===== src/rtl/hpdcache_flush_walker_pkg.sv =====
// Shared types for the whole-cache flush walker: FSM encoding and nline width helper.
package hpdcache_flush_walker_pkg;

    typedef enum logic [2:0] {
        IDLE,
        READ,
        LOAD,
        ISSUE,
        DRAIN
    } hpdcache_flush_walker_fsm_e;

    function automatic int hpdcache_flush_walker_nlw(input int tag_width, input int nsets);
        return tag_width + $clog2(nsets);
    endfunction

endpackage


===== src/rtl/hpdcache_flush_walker_prio.sv =====
// Lowest-index one-hot selector: keeps only the least significant set bit of val_i.
module hpdcache_prio_1hot_encoder #(
    parameter int N = 8
) (
    input  logic [N-1:0] val_i,
    output logic [N-1:0] val_o
);

    // Two's-complement trick isolates the lowest set bit; all-zero input gives all-zero output.
    assign val_o = val_i & (~val_i + N'(1));

endmodule


===== src/rtl/hpdcache_flush_walker.sv =====
// Whole-cache flush sequencer: walks every directory set and hands dirty lines to the flush controller.
// Optional HPDCACHE_FLUSH_WALKER_INVAL_EN also invalidates every valid line while walking.
//
// state | meaning
// IDLE  | waiting for start_i, start_ready_o high
// READ  | directory read of set_q requested, waiting for grant
// LOAD  | tags and dirty/valid vector of set_q captured
// ISSUE | one alloc (or invalidate) per cycle until pend_q is empty
// DRAIN | walk finished, waiting for flush controller to go empty
module hpdcache_flush_walker
    import hpdcache_flush_walker_pkg::*;
#(
    parameter  int NSETS     = 64,
    parameter  int NWAYS     = 8,
    parameter  int TAG_WIDTH = 28,
    localparam int SETW      = $clog2(NSETS),
    localparam int NLW       = hpdcache_flush_walker_nlw(TAG_WIDTH, NSETS)
) (
    input  logic                         clk_i,
    input  logic                         rst_ni,
    input  logic                         start_i,
    output logic                         start_ready_o,
    output logic                         done_o,
    output logic                         dir_rd_o,
    input  logic                         dir_gnt_i,
    output logic [SETW-1:0]              dir_rd_set_o,
    input  logic [NWAYS*TAG_WIDTH-1:0]   dir_rd_tags_i,
    input  logic [NWAYS-1:0]             dir_rd_dirty_i,
`ifdef HPDCACHE_FLUSH_WALKER_INVAL_EN
    input  logic [NWAYS-1:0]             dir_rd_valid_i,
    output logic                         dir_inval_o,
`endif
    output logic                         dir_clr_o,
    output logic [SETW-1:0]              dir_clr_set_o,
    output logic [NWAYS-1:0]             dir_clr_way_o,
    output logic                         flush_alloc_o,
    input  logic                         flush_alloc_ready_i,
    output logic [NLW-1:0]               flush_alloc_nline_o,
    output logic [NWAYS-1:0]             flush_alloc_way_o,
    input  logic                         flush_empty_i
);

    hpdcache_flush_walker_fsm_e           state_q;
    logic [SETW-1:0]                      set_q;
    logic [NWAYS-1:0]                     pend_q;
    logic [NWAYS-1:0][TAG_WIDTH-1:0]      tags_q;

    logic [NWAYS-1:0]                     load_vec;
    logic [NWAYS-1:0]                     dirty_pend;
    logic [NWAYS-1:0]                     sel_in;
    logic [NWAYS-1:0]                     sel;
    logic [TAG_WIDTH-1:0]                 sel_tag;
    logic                                 in_issue;
    logic                                 alloc_hs;
    logic                                 consume;

`ifdef HPDCACHE_FLUSH_WALKER_INVAL_EN
    logic [NWAYS-1:0]                     dirty_q;
    logic                                 clean_inval;

    // pend_q tracks every valid way; dirty ones are drained first so allocs never wait behind invalidates.
    assign load_vec    = dir_rd_valid_i | dir_rd_dirty_i;
    assign dirty_pend  = pend_q & dirty_q;
    assign clean_inval = in_issue & ~(|dirty_pend) & (|pend_q);
    assign consume     = alloc_hs | clean_inval;
    assign dir_inval_o = consume;
`else
    assign load_vec    = dir_rd_dirty_i;
    assign dirty_pend  = pend_q;
    assign consume     = alloc_hs;
`endif

    assign sel_in = (|dirty_pend) ? dirty_pend : pend_q;

    hpdcache_prio_1hot_encoder #(
        .N (NWAYS)
    ) u_sel (
        .val_i (sel_in),
        .val_o (sel)
    );

    always_comb begin
        sel_tag = '0;
        for (int w = 0; w < NWAYS; w++) begin
            if (sel[w]) begin
                sel_tag = sel_tag | tags_q[w];
            end
        end
    end

    assign in_issue            = (state_q == ISSUE);
    assign flush_alloc_o       = in_issue & (|dirty_pend);
    assign alloc_hs            = flush_alloc_o & flush_alloc_ready_i;
    assign flush_alloc_nline_o = flush_alloc_o ? {sel_tag, set_q} : '0;
    assign flush_alloc_way_o   = flush_alloc_o ? sel : '0;

    assign dir_clr_o     = alloc_hs;
    assign dir_clr_set_o = set_q;
    assign dir_clr_way_o = consume ? sel : '0;

    assign dir_rd_o      = (state_q == READ);
    assign dir_rd_set_o  = set_q;
    assign start_ready_o = (state_q == IDLE);
    assign done_o        = (state_q == DRAIN) & flush_empty_i;

    always_ff @(posedge clk_i or negedge rst_ni) begin
        if (!rst_ni) begin
            state_q <= IDLE;
            set_q   <= '0;
            pend_q  <= '0;
            tags_q  <= '0;
`ifdef HPDCACHE_FLUSH_WALKER_INVAL_EN
            dirty_q <= '0;
`endif
        end else begin
            unique case (state_q)
                IDLE: begin
                    if (start_i) begin
                        set_q   <= '0;
                        state_q <= READ;
                    end
                end
                READ: begin
                    if (dir_gnt_i) begin
                        state_q <= LOAD;
                    end
                end
                LOAD: begin
                    pend_q  <= load_vec;
                    tags_q  <= dir_rd_tags_i;
`ifdef HPDCACHE_FLUSH_WALKER_INVAL_EN
                    dirty_q <= dir_rd_dirty_i;
`endif
                    state_q <= ISSUE;
                end
                ISSUE: begin
                    if (|pend_q) begin
                        if (consume) begin
                            pend_q <= pend_q & ~sel;
                        end
                    end else if (set_q == SETW'(NSETS - 1)) begin
                        state_q <= DRAIN;
                    end else begin
                        set_q   <= set_q + 1'b1;
                        state_q <= READ;
                    end
                end
                DRAIN: begin
                    if (flush_empty_i) begin
                        state_q <= IDLE;
                    end
                end
                default: state_q <= IDLE;
            endcase
        end
    end

endmodule


===== config.mk =====
export PLATFORM = sky130hd
export DESIGN_NAME = hpdcache_flush_walker
export DESIGN_NICKNAME = d
export VERILOG_FILES = /design/src/rtl/hpdcache_flush_walker_pkg.sv /design/src/rtl/hpdcache_flush_walker_prio.sv /design/src/rtl/hpdcache_flush_walker.sv
export SDC_FILE = /design/constraint.sdc
export NUM_CORES = 1
export LEC_CHECK = 0
export ABC_CLOCK_PERIOD_IN_PS = 3300
export CAP_MARGIN = 20
export CORE_ASPECT_RATIO = 0.6
export CORE_MARGIN = 2
export CORE_UTILIZATION = 52
export DETAILED_ROUTE_END_ITERATION = 12
export DONT_BUFFER_PORTS = 1
export PLACE_DENSITY = 0.66
export SLEW_MARGIN = 15
export SYNTH_ARGS = -nofsm -noshare
export SYNTH_HDL_FRONTEND = slang
export SYNTH_SLANG_ARGS = --single-unit

===== constraint.sdc =====
create_clock -name clk_i -period 3.3 [get_ports clk_i]
set_clock_uncertainty 0.1 [all_clocks]
set_input_delay 0.165 -clock clk_i [delete_from_list [all_inputs] [get_ports clk_i]]
set_output_delay 0.165 -clock clk_i [all_outputs]
set_load 0.05 [all_outputs]

After elaboration in Yosys (flattened, before gate mapping) --
Index checks and enable logic that the tools add are counted.
Word-level totals: register bits after elaboration 241, input port bits 238, output and inout bits 67, word-level logic and storage cells 70
Operators by class: add/sub/neg operators 2, eq/ne operators 12, multiplexer cells 24, bitwise gates (word level) 14, reduce and logical (&&, ||, !) cells 7
Operators by type and width (number):
- 2-to-1 mux 28 bit | 8
- OR 28 bit | 7
- 2-to-1 mux 34 bit | 1
- 2-to-1 mux 8 bit | 4
- 2-to-1 mux 6 bit | 3
- bitwise AND 8 bit | 2
- NOT 8 bit | 2
- case mux 8 bit (2 select lines) | 1
- 2-to-1 mux 3 bit | 5
- case mux 3 bit (5 select lines) | 1
- case mux 6 bit (2 select lines) | 1
- adder 8 x 1 -> 8 bit (second input constant) | 1
- inequality test 2 bit (second input constant) | 4
- AND reduction 4 bit | 2
- OR reduction 8 bit | 1
- adder 6 x 1 -> 6 bit (second input constant) | 1
- equality test 3 x 2 -> 1 bit (second input constant) | 2
- equality test 6 bit (second input constant) | 1
- inequality test 2 x 1 -> 1 bit (second input constant) | 3
- nonzero test 2 bit | 2
- bitwise AND 1 bit | 3
- equality test 3 x 1 -> 1 bit (second input constant) | 1
- equality test 3 bit (second input constant) | 1
- logical NOT 3 bit | 1
- AND reduction 3 bit | 1

Longest topological paths before layout --
Gate-level depths: netlist of the first run.
depth in word-level cells 19, gate-level depth with buffers 9, gate-level depth less buffers 8

By module --
From an unflattened synthesis of the first run, not the netlist that was laid out.
Unflattened totals: cell total of the unflattened synthesis 778, area total of the unflattened synthesis 10794.1 um^2
Modules (own cells, without submodules):
- hpdcache_flush_walker | instances 1, cells an instance 768, area an instance 10710.3 um^2, seq. area each 6030.8 um^2
- hpdcache_prio_1hot_encoder | instances 1, cells an instance 10, area an instance 83.8 um^2, seq. area each 0.0 um^2

Worst setup path after synthesis of the first run --
No wires, ideal clock.
kind flip-flop to output port, from reg pend_q[2], in the netlist dirty_pend[2], to out flush_alloc_nline_o[14], data arrival time 2738 ps, required time 3035 ps, setup slack 297 ps, stages on the path, launching flop included 8, path buffers 3, cells stage by stage dfrtp_1 > buf_6 > nor4_1 > nand2_1 > clkbuf_1 > clkbuf_1 > o22a_1 > a31oi_1
Between the ends: word-level cells in the longest chain between the ends 15, elaborated cells on any way between the ends 17, those cells by class add/sub (1); mux (7); bitwise (8); reduce/logical (1)
RTL lines:
- start, declared | line hpdcache_flush_walker.sv:45 | logic [NWAYS-1:0] pend_q;
- start signal, assigned | line hpdcache_flush_walker.sv:129 | pend_q <= load_vec;
- start signal, assigned | line hpdcache_flush_walker.sv:139 | pend_q <= pend_q & ~sel;
- NOT 8 bit | line hpdcache_flush_walker_prio.sv:10 | assign val_o = val_i & (~val_i + N'(1));
- adder 8 x 1 -> 8 bit | line hpdcache_flush_walker_prio.sv:10
- bitwise AND 8 bit | line hpdcache_flush_walker_prio.sv:10
- 2-to-1 mux 28 bit | line hpdcache_flush_walker.sv:85 | if (sel[w]) begin
- OR 28 bit | line hpdcache_flush_walker.sv:86 | sel_tag = sel_tag | tags_q[w];
- 2-to-1 mux 28 bit | line hpdcache_flush_walker.sv:85
- OR 28 bit | line hpdcache_flush_walker.sv:86
- 2-to-1 mux 28 bit | line hpdcache_flush_walker.sv:85
- OR 28 bit | line hpdcache_flush_walker.sv:86
- 2-to-1 mux 28 bit | line hpdcache_flush_walker.sv:85
- OR 28 bit | line hpdcache_flush_walker.sv:86
- 2-to-1 mux 28 bit | line hpdcache_flush_walker.sv:85
- OR 28 bit | line hpdcache_flush_walker.sv:86
- 2-to-1 mux 28 bit | line hpdcache_flush_walker.sv:85
- 2-to-1 mux 34 bit * | line hpdcache_flush_walker.sv:94 | assign flush_alloc_nline_o = flush_alloc_o ? {sel_tag, set_q} : '0;
- end, declared | line hpdcache_flush_walker.sv:38 | output logic [NLW-1:0] flush_alloc_nline_o,
Every way passes the cells marked *; elsewhere a longest branch is shown, timed or not.

Worst setup path after layout of the first run --
from reg pend_q[0], in the netlist dirty_pend[0], to out flush_alloc_nline_o[20]
Between the ends: word-level cells in the longest chain between the ends 19, elaborated cells on any way between the ends 21, those cells by class add/sub (1); mux (9); bitwise (10); reduce/logical (1)
RTL lines (line):
- NOT 8 bit | hpdcache_flush_walker_prio.sv:10
- adder 8 x 1 -> 8 bit | hpdcache_flush_walker_prio.sv:10
- bitwise AND 8 bit | hpdcache_flush_walker_prio.sv:10
- 2-to-1 mux 28 bit | hpdcache_flush_walker.sv:85
- OR 28 bit | hpdcache_flush_walker.sv:86
- 2-to-1 mux 28 bit | hpdcache_flush_walker.sv:85
- OR 28 bit | hpdcache_flush_walker.sv:86
- 2-to-1 mux 28 bit | hpdcache_flush_walker.sv:85
- [3 not listed]
- 2-to-1 mux 28 bit | hpdcache_flush_walker.sv:85
- OR 28 bit | hpdcache_flush_walker.sv:86
- 2-to-1 mux 28 bit | hpdcache_flush_walker.sv:85
- OR 28 bit | hpdcache_flush_walker.sv:86
- 2-to-1 mux 28 bit | hpdcache_flush_walker.sv:85
- OR 28 bit | hpdcache_flush_walker.sv:86
- 2-to-1 mux 28 bit | hpdcache_flush_walker.sv:85
- 2-to-1 mux 34 bit * | hpdcache_flush_walker.sv:94
Marked as above.

==> results of run 1 <==
[registers in the layout, indices dropped and copies added, names as in the netlist]
register and flops:
dir_clr_set_o 6, state_q 3, tags_q 224, dirty_pend 8
[power by group]
| group | internal, mW | switching, mW |
|---|---|---|
| sequential | 4.46 | 0.889 |
| clock | 1.53 | 1.15 |
| combinational | 3.57 | 5.89 |
[synth_stat cells (5+ instances only)]
cell type / instances / share of area
a211o_1: 28 / 0.022
a221oi_1: 28 / 0.022
a22o_1: 5 / 0.0040
a22oi_1: 58 / 0.039
a31oi_1: 28 / 0.016
and2_1: 7 / 0.0040
buf_1: 8 / 0.0027
buf_4: 6 / 0.0041
clkbuf_1: 67 / 0.023
dfrtp_1: 241 / 0.55
inv_1: 36 / 0.012
mux2_2: 197 / 0.20
nand2_1: 73 / 0.025
nand3_1: 5 / 0.0023
nor2_1: 25 / 0.0085
nor3_1: 6 / 0.0027
o21ai_0: 36 / 0.016
o22a_1: 28 / 0.022
[logic make-up (layout without fill, tap and decap cells)]
| group | after synthesis | after routing |
|---|---|---|
| AOI/OAI and AO/OA | 225 | 225 |
| adders and majority gates | 1 | 1 |
| buffers and inverters | 120 | 394 |
| DFF | 241 | 241 |
| muxes | 198 | 198 |
| other | 0 | 3 |
| and+or+nand+nor | 135 | 135 |
[layout make-up]
cell class / instances / area [um2]
clock buffer: 39 / 738
fill: 1354 / 6120
sequential: 241 / 6030
tap: 279 / 349
inverter: 36 / 135
multi-input combinational: 559 / 4540
clock inverter: 5 / 33.8
antenna: 3 / 7.51
timing repair buffer: 314 / 2980
[repair_timing]
item	in CTS	in global routing
endpoints found under the setup margin	0	5
gates resized for setup	0	1
endpoints found under the hold margin	482	241
[through the flow]
step | instance area, um2 | hold WS [ps] | utilization
3_3_place_gp | 11600 | -224 | 0.557
6_report | 14800 | -759 | 0.708
3_5_place_dp | 11600 | -224 | 0.557
4_1_cts | 14800 | -785 | 0.707
2_1_floorplan | 11000 | -231 | -
5_1_grt | 14800 | -790 | 0.708
[path summary, 6_finish.rpt]
path / from / slack [ps] / endpoint
min in group clk_i: flush_alloc_ready_i / 110 / dirty_pend[1]$_DFFE_PN0P_
max in group asynchronous: rst_ni / 3290 / dirty_pend[1]$_DFFE_PN0P_
setup / recovery: dirty_pend[0]$_DFFE_PN0P_ / 300 / flush_alloc_nline_o[20]
hold reg to reg: tags_q[220]$_DFFE_PN0P_ / 410 / tags_q[220]$_DFFE_PN0P_
setup reg to reg: dirty_pend[0]$_DFFE_PN0P_ / 370 / dirty_pend[0]$_DFFE_PN0P_
hold / removal: rst_ni / -760 / tags_q[134]$_DFFE_PN0P_
[critical path, stage by stage, from the launching register on]
cell	delay (ps)
dfrtp_2	410
buf_4	220
nor4_1	260
buf_4	210
nand2_1	60
buf_4	270
o22a_1	280
a31oi_1	250
buf_4	260
[layer usage]
layer / share of wire / vias up / wire, um
met1: 0.44 / 4571 / 15700
met2: 0.45 / 446 / 16100
met3: 0.094 / 62 / 3360
li1: - / 3886 / -
met4: 0.018 / 0 / 634
met5: 0 / - / 0
==> impl_metrics.toml, run 1 <==
[synthesis]
yosys.area_share.xor_xnor = 0
ys.flop_type = "dfrtp_1"
synth-simple-area-share = 0.0546
synth_area_per_cell_um2 = 12.0
syn-num-nets = 1159
synth-adder-area-share = 0.00113
yosysSeqAreaShare = 0.547
synth-seq-cells = 241
synth_compound_area_frac = 0.152
synth_cells = 920
synth.distinct_cells = 42
synth_edf_count = 0
synth_top_family_by_area = "multiplexers"
muxShareOfSynthArea = 0.202
yosysWarnings = 0
synth_area_um2 = 11000
synthArstFlopShare = 1.00

[placed_design]
dp_hpwl_um = 22100
dp.cells = 1191
gp_congestion = 0.942
pre_cts_ws_ps = 739
placement.io_buffers = 0

[layout]
final_layout_size_suffix_gt1_frac = 0.267
final_common_cell = "dfrtp_1"
layout_common_cells = "239 x dfrtp_1, 238 x dlygate4sd3_1, 197 x mux2_2, 74 x buf_4, 72 x nand2_1"
synthToLayoutAreaGrowth_pct = 34.3
final_cells = 1476
final_nets = 1415

[sta]
worstMarginPinSlew_ps = 731
hold_viol = 241
max_freq_ghz = 0.333
setup_viol = 0
grt_setup_unrepaired = "no"
maxSlewViolCount = 0
slew-limit-headroom = 0.511
setup_ws_ps = 301
whs_ps = -759
min_period_over_period = 0.909
finalCriticalPeriod_ps = 3000
setup_tns_ps = 0

[floorplanning]
start_util = 0.527
rows = 41
core-area_um2 = 20900
die_width_um = 192
die_h_um = 117
io_pins = 305
dieArea_um2 = 22400

[outcome]
failed_checks = "negative hold slack"
run_status = "finished with violations"

[critical_path]
critPathKind = "reg -> out"
cp-start-kind = "flip-flop"
arrival_ps = 2730
cp.required_ps = 3030
reg2reg_depth = 10
cp_max_fo = 29
worst_setup_path_end_kind = "primary output"

[drt]
antenna_left = 0
first_pass_iters = 5
wire_per_inst_um = 24.2
via_count = 8965
via_per_inst = 6.07
routed_wl_um = 35800
drt-initial-drc-count = 742
drc = 0

[clock_tree]
htreeDepth = 1
numCtsBuffers = 24
cts_tree = "yes"
cts_buffer_depth = 3
cts_setup_buffers = 0
clk_pin_slew_worst_paths_ps = 60
clock_latency_ps = 520
root_buffer = "clkbuf_16"
cts.sinks = 241
postCtsHoldBufs = 238

[grt]
grt_usage = 0.314
grt_pass1_wl_um = 53000
overflow = 0
use_met2 = 0.488
grt_max_degree = 242
busiest_layer = "met2"
antenna_found_initial = 2
met3_usage = 0.0820
grt_pass1_vias = 9083
grt_use_met1 = 0.449

[run]
drv_cap = 0

[power]
power.total_mw = 17.5
ir_drop_mv = 0.882
power.density_nw_per_um2 = 1180
p_leak_nw = 6.22

[min_path]
hp-class = "in -> async"
Note: power is estimated with default switching activity, not from simulation.
==> inputs of run 2 (changes only) <==
--- a/config.mk
+++ b/config.mk
@@ -13,6 +13,7 @@
 export DETAILED_ROUTE_END_ITERATION = 12
 export DONT_BUFFER_PORTS = 1
 export PLACE_DENSITY = 0.66
+export RECOVER_POWER = 100
 export SLEW_MARGIN = 15
 export SYNTH_ARGS = -nofsm -noshare
 export SYNTH_HDL_FRONTEND = slang
==> run 2 against run 1 <==
The run still ends with negative hold slack left; cell area shrank 1.1%; sequential power hardly changed; die area is the same; wire length decreased by 0.42%; hold slack is essentially flat; critical path type unchanged; global-route usage did not move; highest routed layer unchanged.
==> impl_metrics.toml, run 2 (synthesized netlist as in run 1, its figures left out) <==
[drt]
via_per_inst = 6.09
via_count = 8992
first_pass_iters = 5
antenna_left = 0
drc = 0
routed_wl_um = 35600
wire_per_inst_um = 24.1
drt-initial-drc-count = 795

[layout]
fillers = 1398
final_common_cell = "dfrtp_1"
multi_input_area_um2 = 4530
largest_register = "tags_q"
final_layout_size_suffix_gt1_frac = 0.246
largest_reg_flops = 224
synthToLayoutAreaGrowth_pct = 32.8
layout_common_cells = "239 x dfrtp_1, 238 x dlygate4sd3_1, 195 x mux2_2, 72 x nand2_1, 58 x a22oi_1"
final_nets = 1415
seq_area_um2 = 6030

[power]
p_leak_nw = 6.10
power.density_nw_per_um2 = 1170
ir_drop_mv = 0.859

[floorplanning]
io_pins = 305
core-area_um2 = 20900
die_h_um = 117
die_width_um = 192
rows = 41
dieArea_um2 = 22400
start_util = 0.527

[sta]
finalCriticalPeriod_ps = 3100
setup_tns_ps = 0
setup_viol = 0
setup_ws_ps = 204
whs_ps = -759
grt_setup_unrepaired = "no"
max_freq_ghz = 0.323
min_period_over_period = 0.938
worstMarginPinSlew_ps = 1470
hold_viol = 241
slew-limit-headroom = 0.0169
maxSlewViolCount = 0

[critical_path]
path_delay_family = "buffers and inverters"
crit_buf_inv = 3
cp-start-kind = "flip-flop"
cp.required_ps = 3030
max_stage_delay_ps = 410
critPathKind = "reg -> out"
regToRegSetupSlack_ps = 360
crit_chain = "buf_4, nor2b_2, clkbuf_4, a221oi_1, a211o_1, a31oi_1, clkbuf_2"
cp_slowest_cell = "a211o_1"
arrival_ps = 2830
worst_setup_path_end_kind = "primary output"
cp_max_fo = 32

[grt]
grt_max_degree = 242
grt_pass1_wl_um = 53000
use_met2 = 0.488
grt_pass1_vias = 9083
grt_use_met1 = 0.449
met3_usage = 0.0820
overflow = 0
antenna_found_initial = 2
grt_usage = 0.314
busiest_layer = "met2"

[clock_tree]
htreeDepth = 1
numCtsBuffers = 24
root_buffer = "clkbuf_16"
cts_setup_buffers = 0
clock_latency_ps = 520
cts_buffer_depth = 3
postCtsHoldBufs = 238
clk_pin_slew_worst_paths_ps = 60
cts.sinks = 241
cts_tree = "yes"

[placed_design]
dp_hpwl_um = 22100
pre_cts_ws_ps = 739
gp_congestion = 0.942
placement.io_buffers = 0

[outcome]
failed_checks = "negative hold slack"
run_status = "finished with violations"

[run]
drv_cap = 0

[min_path]
hp-class = "in -> async"
==> run 2: cell count changes in the layout (fill, tap and decap cells not counted), moves of 2 or more <==
cell,before,now
clkbuf_4,0,2
and2_1,7,2
and2_0,0,5
mux2_1,0,2
clkbuf_2,0,29
mux2_2,197,195
buf_4,74,21
clkbuf_1,8,29
==> run 2: report_power, final <==
group / leakage (nW) / internal, mW / total (mW) / switching [mW]
Clock: 0.379 / 1.53 / 2.69 / 1.15
Combinational: 2.89 / 3.26 / 9.11 / 5.85
Sequential: 2.83 / 4.46 / 5.34 / 0.881
==> run 2: worst paths after layout <==
check | startpoint | endpoint | depth (start not counted)
max | dirty_pend[2]$_DFFE_PN0P_ | flush_alloc_nline_o[28] | 7
min | rst_ni | tags_q[134]$_DFFE_PN0P_ | 0
max reg2reg | dirty_pend[0]$_DFFE_PN0P_ | dirty_pend[0]$_DFFE_PN0P_ | 10
min reg2reg | tags_q[216]$_DFFE_PN0P_ | tags_q[216]$_DFFE_PN0P_ | 1
max in group asynchronous | rst_ni | dirty_pend[1]$_DFFE_PN0P_ | 0
min in group clk_i | flush_alloc_ready_i | dirty_pend[1]$_DFFE_PN0P_ | 4
==> run 2: metrics by stage <==
stage	area (um2)	power, mW	util	instances
after detailed placement	11600	14.2	0.557	1191
after floorplan	11000	11.5	-	920
after CTS	14800	17.2	0.707	1473
after global routing	14600	17.9	0.700	1475
final	14600	17.1	0.700	1476
after global placement	11600	14.0	0.557	1191
==> run 2: area by class of cell <==
type,count,share of cell area
repair buffers,314,0.192
clock buffers,39,0.0504
multi-input cells,559,0.310
inverters,36,0.00923
diodes,3,0.000513
flip-flops and latches,241,0.412
clock inverters,5,0.00231
well taps,279,0.0238
==> run 2: worst register-to-register path: cells and delay by family, from the launching register on <==
kind	cells	cell delay, ps
buf+inv	5	1330
flops	1	410
simple gates	4	810
compound gates	1	230
==> run 2: layer usage <==
layer | routed length (um) | up-vias
met5 | 0 | -
li1 | - | 3891
met1 | 15600 | 4589
met2 | 16100 | 449
met4 | 632 | 0
met3 | 3280 | 63
==> run 2: timing repair <==
action,in CTS,in global routing
gates resized for setup,0,1
hold endpoints to repair,482,241
endpoints found under the setup margin,0,5
==> inputs of run 3 (changes only) <==
--- a/config.mk
+++ b/config.mk
@@ -12,7 +12,7 @@
 export CORE_UTILIZATION = 52
 export DETAILED_ROUTE_END_ITERATION = 12
 export DONT_BUFFER_PORTS = 1
-export PLACE_DENSITY = 0.66
+export PLACE_DENSITY = 0.74
 export RECOVER_POWER = 100
 export SLEW_MARGIN = 15
 export SYNTH_ARGS = -nofsm -noshare
==> run 3 against run 2 <==
Highest routed layer is now met5; the flow still finishes with violations (negative hold slack); sequential cell count is the same; setup slack gained 17 ps; clock-buffer cell count shrank 9; global-route usage shrank 0.070 points.
==> impl_metrics.toml, run 3 (synthesized netlist as in run 1, its figures left out) <==
[outcome]
run_status = "finished with violations"
failed_checks = "negative hold slack"

[min_path]
hp-class = "in -> async"

[floorplanning]
io_pins = 305
core-area_um2 = 20900
dieArea_um2 = 22400
die_width_um = 192
rows = 41
start_util = 0.527
die_h_um = 117

[critical_path]
cp-start-kind = "flip-flop"
crit_path_end = "flush_alloc_way_o[7]"
arrival_ps = 2810
startpoint = "dirty_pend[0]$_DFFE_PN0P_"
cp_max_fo = 16
regToRegSetupSlack_ps = 440
worst_setup_path_end_kind = "primary output"
timing.rr.end = "tags_q[217]$_DFFE_PN0P_"
critPathKind = "reg -> out"
timing.rr.start = "state_q[0]$_DFFE_PN0P_"
reg2reg_depth = 3
cp.required_ps = 3030

[power]
power_frac_clock = 0.163
swShare = 0.457
p_int_mw = 9.37
p_leak_nw = 6.12
netSwitchingPower_mw = 7.90
ir_drop_mv = 0.698
pwr-share-comb = 0.526
power.total_mw = 17.3
p_seq_frac = 0.310
power.density_nw_per_um2 = 1170

[drt]
drt-initial-drc-count = 888
antenna_left = 0
drc = 0
first_pass_iters = 5
via_per_inst = 6.13
via_count = 9048
wire_per_inst_um = 24.5
routed_wl_um = 36200

[layout]
final_common_cell = "dfrtp_1"
largest_register = "tags_q"
layout_common_cells = "240 x dfrtp_1, 239 x dlygate4sd3_1, 195 x mux2_2, 73 x nand2_1, 58 x a22oi_1"
final_nets = 1414
fin_util = 0.702
synthToLayoutAreaGrowth_pct = 33.2
final_layout_size_suffix_gt1_frac = 0.244
largest_reg_flops = 224

[sta]
grt_setup_unrepaired = "no"
setup_tns_ps = 0
worstMarginPinSlew_ps = 1440
finalCriticalPeriod_ps = 3080
max_freq_ghz = 0.325
slew-limit-headroom = 0.0412
whs_ps = -749
hold_viol = 241
maxSlewViolCount = 0
min_period_over_period = 0.933
setup_viol = 0

[clock_tree]
cts_tree = "yes"
post_cts_resized = 0
numCtsBuffers = 22
postCtsHoldBufs = 239
root_buffer = "clkbuf_16"
cts_buffer_depth = 3
htreeDepth = 1
cts_setup_buffers = 0
cts.sinks = 241
clock_latency_ps = 510
clk_pin_slew_worst_paths_ps = 70

[placed_design]
gp_congestion = 0.980
placement.io_buffers = 0
dp_hpwl_um = 21400

[run]
drv_cap = 0

[grt]
grt_pass1_wl_um = 53300
grt_pass1_vias = 9112
grt_usage = 0.314
antenna_found_initial = 8
grt_max_degree = 242
overflow = 0
[run 3: through the flow]
step	worst slack, ps	hold WS (ps)	cells	instance area, um2
2_1_floorplan	297	-231	920	11000
3_3_place_gp	908	-226	1191	11700
3_5_place_dp	898	-226	1191	11700
4_1_cts	433	-767	1468	14800
5_1_grt	148	-767	1475	14700
6_report	221	-749	1475	14700
[run 3: area by class of cell]
class / instances / area, um2
inverter: 36 / 135
clock buffer: 30 / 622
tap: 279 / 349
clock inverter: 8 / 148
timing repair buffer: 315 / 2870
sequential: 241 / 6030
antenna: 7 / 17.5
fill: 1402 / 6240
multi-input combinational: 559 / 4530
[run 3: critical path, cell delays in order (launching register included)]
cell and delay [ps]:
dfrtp_1 570, or4_1 580, or4_1 550, nor3_1 280, clkbuf_2 340
[run 3: worst min path at each step]
stage	endpoint	slack [ps]	cells after the start
global placement	tags_q[136]$_DFFE_PN0P_	-230	0
finish	tags_q[163]$_DFFE_PN0P_	-750	0
global route	tags_q[138]$_DFFE_PN0P_	-770	0
CTS	tags_q[193]$_DFFE_PN0P_	-770	0
detailed placement	tags_q[138]$_DFFE_PN0P_	-230	0
floorplan	dir_clr_set_o[0]$_DFFE_PN0P_	-230	0
[run 3: power groups by stage]
stage	clock [mW]	sequential, mW	combinational, mW
after floorplan	0	5.10	6.39
after global placement	0	5.23	8.71
after detailed placement	0	5.30	8.86
after CTS	2.80	5.26	9.19
after global routing	2.96	5.50	9.55
final	2.82	5.36	9.09
[run 3: per-layer routing]
layer	vias to the layer above	global-route usage	wire length, um
met5	-	0	22
met4	4	0.0794	767
met3	79	0.0826	3580
met2	530	0.484	16300
met1	4538	0.445	15500
li1	3897	-	-
